`src/rtl/shift_seq_ctrl.sv`:
```
// rtl/shift_seq_ctrl.sv - serial sequencer feeding the parity shift register
//
// Drives the shift-enable and serial-data inputs of the WIDTH-bit parity
// shift register. Two requesters share the register:
//   - a parallel word loader (load_valid/load_ready), serialized MSB first
//   - a manual single-bit shift from a raw, asynchronous button (man_req)
// The loader has priority. A manual request that cannot be serviced is
// reported on man_drop. word_done pulses once a full word has been shifted,
// so the downstream odd-parity counter/display can sample the register.
//
// Parameters:
//   WIDTH        shift register length / load word width
//   SHIFT_GAP    idle cycles between consecutive word shifts (0 = back-to-back)
//   SYNC_STAGES  flops in the man_req synchronizer (>= 2)
//
// Ports:
//   CLOCK_50    in   system clock, all logic on the rising edge
//   rst         in   synchronous reset, active-high
//   man_req     in   raw asynchronous manual-shift button level, active-high
//   man_bit     in   serial bit used by a manual shift (quasi-static switch)
//   load_valid  in   parallel load request
//   load_data   in   word to serialize, bit WIDTH-1 goes out first
//   load_ready  out  high only in IDLE and not in reset
//   shift_en    out  one-cycle shift strobe to the shift register
//   shift_bit   out  serial data, valid while shift_en is high
//   word_done   out  one-cycle pulse after the last bit of a loaded word
//   busy        out  sequencer is not IDLE
//   bits_left   out  bits of the current word not yet shifted
//   man_drop    out  one-cycle pulse when a manual request is discarded

module shift_seq_ctrl #(
    parameter int WIDTH       = 10,
    parameter int SHIFT_GAP   = 0,
    parameter int SYNC_STAGES = 3
) (
    input  logic                         CLOCK_50,
    input  logic                         rst,
    input  logic                         man_req,
    input  logic                         man_bit,
    input  logic                         load_valid,
    input  logic [WIDTH-1:0]             load_data,
    output logic                         load_ready,
    output logic                         shift_en,
    output logic                         shift_bit,
    output logic                         word_done,
    output logic                         busy,
    output logic [$clog2(WIDTH+1)-1:0]   bits_left,
    output logic                         man_drop
);

    localparam int BW = $clog2(WIDTH + 1);
    // One spare bit of headroom is not needed: the counter only ever holds
    // 1..SHIFT_GAP while in GAP.
    localparam int GW = (SHIFT_GAP > 1) ? $clog2(SHIFT_GAP + 1) : 1;

    typedef enum logic [1:0] {
        S_IDLE,
        S_SHIFT,
        S_GAP,
        S_DONE
    } state_t;

    state_t                  state;
    logic [WIDTH-1:0]        hold;
    logic [WIDTH-1:0]        hold_next;
    logic [GW-1:0]           gap_cnt;
    logic [SYNC_STAGES-1:0]  sync_q;
    logic                    edge_q;
    logic                    man_evt;
    logic                    load_acc;

    // ------------------------------------------------------------------
    // Manual request: synchronize the raw button, then detect the rising
    // edge so a long press produces exactly one event. No debouncing is
    // done here; a bouncing contact yields one event per clean rise seen
    // after synchronization.
    // ------------------------------------------------------------------
    always_ff @(posedge CLOCK_50) begin
        if (rst) begin
            sync_q <= '0;
            edge_q <= 1'b0;
        end else begin
            sync_q <= {sync_q[SYNC_STAGES-2:0], man_req};
            edge_q <= sync_q[SYNC_STAGES-1];
        end
    end

    assign man_evt = sync_q[SYNC_STAGES-1] & ~edge_q;

    // load_ready is gated by rst directly so nothing is accepted on the
    // same edge that resets the sequencer, and it rises as soon as rst drops.
    assign load_ready = (state == S_IDLE) && !rst;
    assign load_acc   = load_valid && load_ready;
    assign busy       = (state != S_IDLE);

    // Word after the bit currently on shift_bit has been consumed; its MSB
    // is the next bit to present.
    assign hold_next = hold << 1;

    // ------------------------------------------------------------------
    // Sequencer. shift_en/shift_bit/word_done/man_drop are registered:
    // each branch sets them for the cycle that follows the edge, so the
    // strobe is already valid in the first cycle of SHIFT.
    // ------------------------------------------------------------------
    always_ff @(posedge CLOCK_50) begin
        if (rst) begin
            state     <= S_IDLE;
            hold      <= '0;
            bits_left <= '0;
            gap_cnt   <= '0;
            shift_en  <= 1'b0;
            shift_bit <= 1'b0;
            word_done <= 1'b0;
            man_drop  <= 1'b0;
        end else begin
            shift_en  <= 1'b0;
            shift_bit <= 1'b0;
            word_done <= 1'b0;
            man_drop  <= 1'b0;

            case (state)
                S_IDLE: begin
                    if (load_acc) begin
                        hold      <= load_data;
                        bits_left <= BW'(WIDTH);
                        state     <= S_SHIFT;
                        shift_en  <= 1'b1;
                        shift_bit <= load_data[WIDTH-1];
                        // The loader wins a tie with a manual event.
                        man_drop  <= man_evt;
                    end else if (man_evt) begin
                        shift_en  <= 1'b1;
                        shift_bit <= man_bit;
                    end
                end

                S_SHIFT: begin
                    // The bit hold[WIDTH-1] is on the wire this cycle.
                    hold      <= hold_next;
                    bits_left <= bits_left - BW'(1);
                    man_drop  <= man_evt;
                    if (bits_left == BW'(1)) begin
                        state     <= S_DONE;
                        word_done <= 1'b1;
                    end else if (SHIFT_GAP == 0) begin
                        state     <= S_SHIFT;
                        shift_en  <= 1'b1;
                        shift_bit <= hold_next[WIDTH-1];
                    end else begin
                        state   <= S_GAP;
                        gap_cnt <= GW'(SHIFT_GAP);
                    end
                end

                S_GAP: begin
                    man_drop <= man_evt;
                    if (gap_cnt <= GW'(1)) begin
                        gap_cnt   <= '0;
                        state     <= S_SHIFT;
                        shift_en  <= 1'b1;
                        shift_bit <= hold[WIDTH-1];
                    end else begin
                        gap_cnt <= gap_cnt - GW'(1);
                    end
                end

                S_DONE: begin
                    man_drop <= man_evt;
                    state    <= S_IDLE;
                end

                default: begin
                    state <= S_IDLE;
                end
            endcase
        end
    end

endmodule

```
`config.mk`:
```
export PLATFORM = sky130hd
export DESIGN_NAME = shift_seq_ctrl
export DESIGN_NICKNAME = d
export VERILOG_FILES = /design/src/rtl/shift_seq_ctrl.sv
export SDC_FILE = /design/constraint.sdc
export NUM_CORES = 1
export LEC_CHECK = 0
export ABC_AREA = 0
export ABC_CLOCK_PERIOD_IN_PS = 2000
export CAP_MARGIN = 20
export CORE_UTILIZATION = 28
export DETAILED_ROUTE_END_ITERATION = 8
export SKIP_LAST_GASP = 1
export SYNTH_ARGS = -nofsm -noshare
export SYNTH_HDL_FRONTEND = slang
export SYNTH_SLANG_ARGS = --single-unit
```
`constraint.sdc`:
```
create_clock -name CLOCK_50 -period 2 [get_ports CLOCK_50]
set_clock_uncertainty 0.1 [all_clocks]
set_input_delay 0.6 -clock CLOCK_50 [delete_from_list [all_inputs] [get_ports CLOCK_50]]
set_output_delay 0.6 -clock CLOCK_50 [all_outputs]
set_load 0.02 [all_outputs]
```
==> run summary <==
Clk Latency, worst-skew pair = 0.26 ns
Fin nets = 162
WL per Instance = 12.8 um
Top_reg_cell synth = dfxtp_1
Min Tclk post-route = 1.90 ns
Worst Path Required = 1.30 ns
MaxCap Viol Count = 0
Total number of vias = 959
Clk buf depth = 2
Type of origin of the critical path = register
Syn_area_per_cell = 10.1 um2
DP Area = 1440 um2
Main combinational cell family by area after synthesis = simple AND/OR/NAND/NOR gates
Met3 GRT Util = 2.57%
Simple-gate area share of the yosys netlist = 28.4%
Grt ovf = 0
Hold Crit Class = reg -> reg
Root Buffer = clkbuf_8
Place WS = -0.446 ns
Adder-cell share of the synthesized area = 2.14%
Final period util = 94.9%
Synthesis-stage register bit count = 24
Synth Area in Compound Gates = 18.7%
Core ar. = 4000 um2
Drt initial violations = 61
Post-Synth XOR/XNOR Area = 0%
Peak supply drop = 255 uV
Die Y = 66.7 um
Yosys cell types = 34
Maximum number of pins on one net before global-route repair = 26
Starting Density = 29.3%
Reg2reg start = state[1]
Yosys warns = 0
Synth top area share = 41.0%
Final count of pins violating max slew = 0
Synthesized Nets = 133
CP Launch Point = state[1]
Critical Path Stages = 2
FFs w/ async S/R, synth = 0%
Crit Path Class = reg -> out
Filler Cells Inserted = 394
Row count = 23
First-pass GRT wire length = 3.97 mm
Worst path slowest cell = dlygate4sd2_1
Drt first pass iters = 4
R2R Setup Slk = 0.26 ns
Register area = 480 um2
Vias in the first global route = 865
Fin Hold WS = 0.349 ns
Cells after synthesis = 116
Outcome = finished, final reports clean
Drt total wl = 2.48 mm
Final hold viol count = 0
Slowest Stage Delay on Critical Path = 0.34 ns
Multi-input logic area = 589 um2
Register area share after synthesis = 41.0%
Clock buffer count from CTS = 3
N_diodes = 0
RR Endpoint = hold[2]
Worst path cell trace = or2_1, dlygate4sd2_1
CP Data Arrival Time = 1.20 ns
EDFF count, synth = 0
Met2 usage = 19.6%
Port bufs = 24
GR Layer Usage met1 = 15.5%
I/O Pins = 25
Final WS setup = 0.102 ns
Cells on worst reg2reg path = 4
H-tree lvl count = 1
Die area = 4440 um2
CTS tree = built
Mux contribution to synthesized area = 0.855%
Post-synthesis cell area = 1170 um2
Largest delay contributor family on the critical path = buffers and inverters
Fraction of layout cells with a size suffix above 1 = 22.2%
Fin area = 1540 um2
Post-CTS setup buffer count = 0
RSZ-0062 raised after global routing = false
Critical Path Sink = busy
Top post-synthesis cells by area = dfxtp_1, a311oi_2, nor3_1
Final number of setup-violating endpoints = 0
CP Max Fanout = 4
Yosys top cell by area = dfxtp_1
Final GP Congestion = 0.720
Gr busiest metal = met2
Max frequency = 527 MHz
Tot GR Track Use = 12.1%
Worst relative slew slack = 49.8%
Crit path buffers/inverters = 1
Leakage power = 0.605 nW
Pwr per Cell Area = 729 nW/um2
Reg clk slew, reported paths = 0.08 ns
Layout area overhead = 31.1%
DR DRC count = 0
Routed Antenna Nets = 0
Post-DP HPWL = 1.68 mm
Power, Total = 1.12 mW
Vias per inst = 4.94
Worst slew pin tran = 0.753 ns
Crit. End Element = primary output
CTS Sinks = 24
Die W = 66.7 um
Initial antenna violation count = 0
## where the power goes
part	leakage (nW)	internal, mW	switching [mW]
Clock	0.0288	0.175	0.149
Sequential	0.197	0.513	0.0224
Combinational	0.379	0.126	0.132
## worst min-delay path by stage
stage                      to  slack [ns]  cells after the start  startpoint
global route        sync_q[1]        0.36                      1   sync_q[0]
CTS                 sync_q[1]        0.35                      1   sync_q[0]
detailed placement  sync_q[1]        0.33                      1   sync_q[0]
floorplan           sync_q[1]        0.31                      1   sync_q[0]
global placement    sync_q[1]        0.32                      1   sync_q[0]
finish              sync_q[1]        0.35                      1   sync_q[0]
## synth_stat cells, types with 2 or more instances
cell type and n:
a21oi_1 5, dfxtp_1 24, ha_1 2, a21o_1 2, nand3_1 2, nor2_1 4
nor3_1 15, a311oi_2 8, inv_1 2, nor2b_1 5, buf_6 3, a211oi_2 2
nand2_1 19, buf_8 2, nand2b_1 2
## cell families after synthesis
logic type / count (synthesis)
compound gates: 21
buf+inv: 11
flops: 24
mux: 1
simple gates: 57
fa+ha+maj: 2
## layer usage
layer,wire length [um],share of wire (%)
met5,0,0
met1,1150,46
met4,23,0.93
met3,84,3.4
met2,1220,49
## state kept, by name (all words and copies together) (netlist names)
register and count:
shift_bit 1, hold 10, bits_left 4, sync_q 3, shift_en 1, man_drop 1
word_done 1, edge_q 1, state 2
## stage by stage
stage          std cells  setup TNS (ns)  utilization, %
3_3_place_gp         189           -5.10            36.0
2_1_floorplan        116               0               -
5_1_grt              194               0            38.4
3_5_place_dp         189           -5.50            36.0
4_1_cts              194               0            38.4
6_report             194               0            38.4
## layout by cell type (no fill, tap or decap), types with 3 or more instances in the layout
| master | count |
|---|---|
| dfxtp_1 | 24 |
| clkdlybuf4s50_1 | 17 |
| dlygate4sd2_1 | 4 |
| nor2b_1 | 5 |
| nand2_1 | 19 |
| buf_4 | 7 |
| clkbuf_8 | 4 |
| a311oi_2 | 8 |
| a21oi_1 | 5 |
| nor2_1 | 3 |
| nor3_1 | 15 |
## cell type report
type,instances,share of cell area [%]
clock buffers,4,3.59
inverters,2,0.489
multi-input cells,81,38.4
flip-flops and latches,24,31.3
well taps,50,4.07
repair buffers,33,22.2
## timing repair
action	in CTS	in global routing
gates resized for setup	10	3
endpoints found under the setup margin	15	3
cloned	1	0
hold buffers	0	0
(Power assumes the default switching activity.)
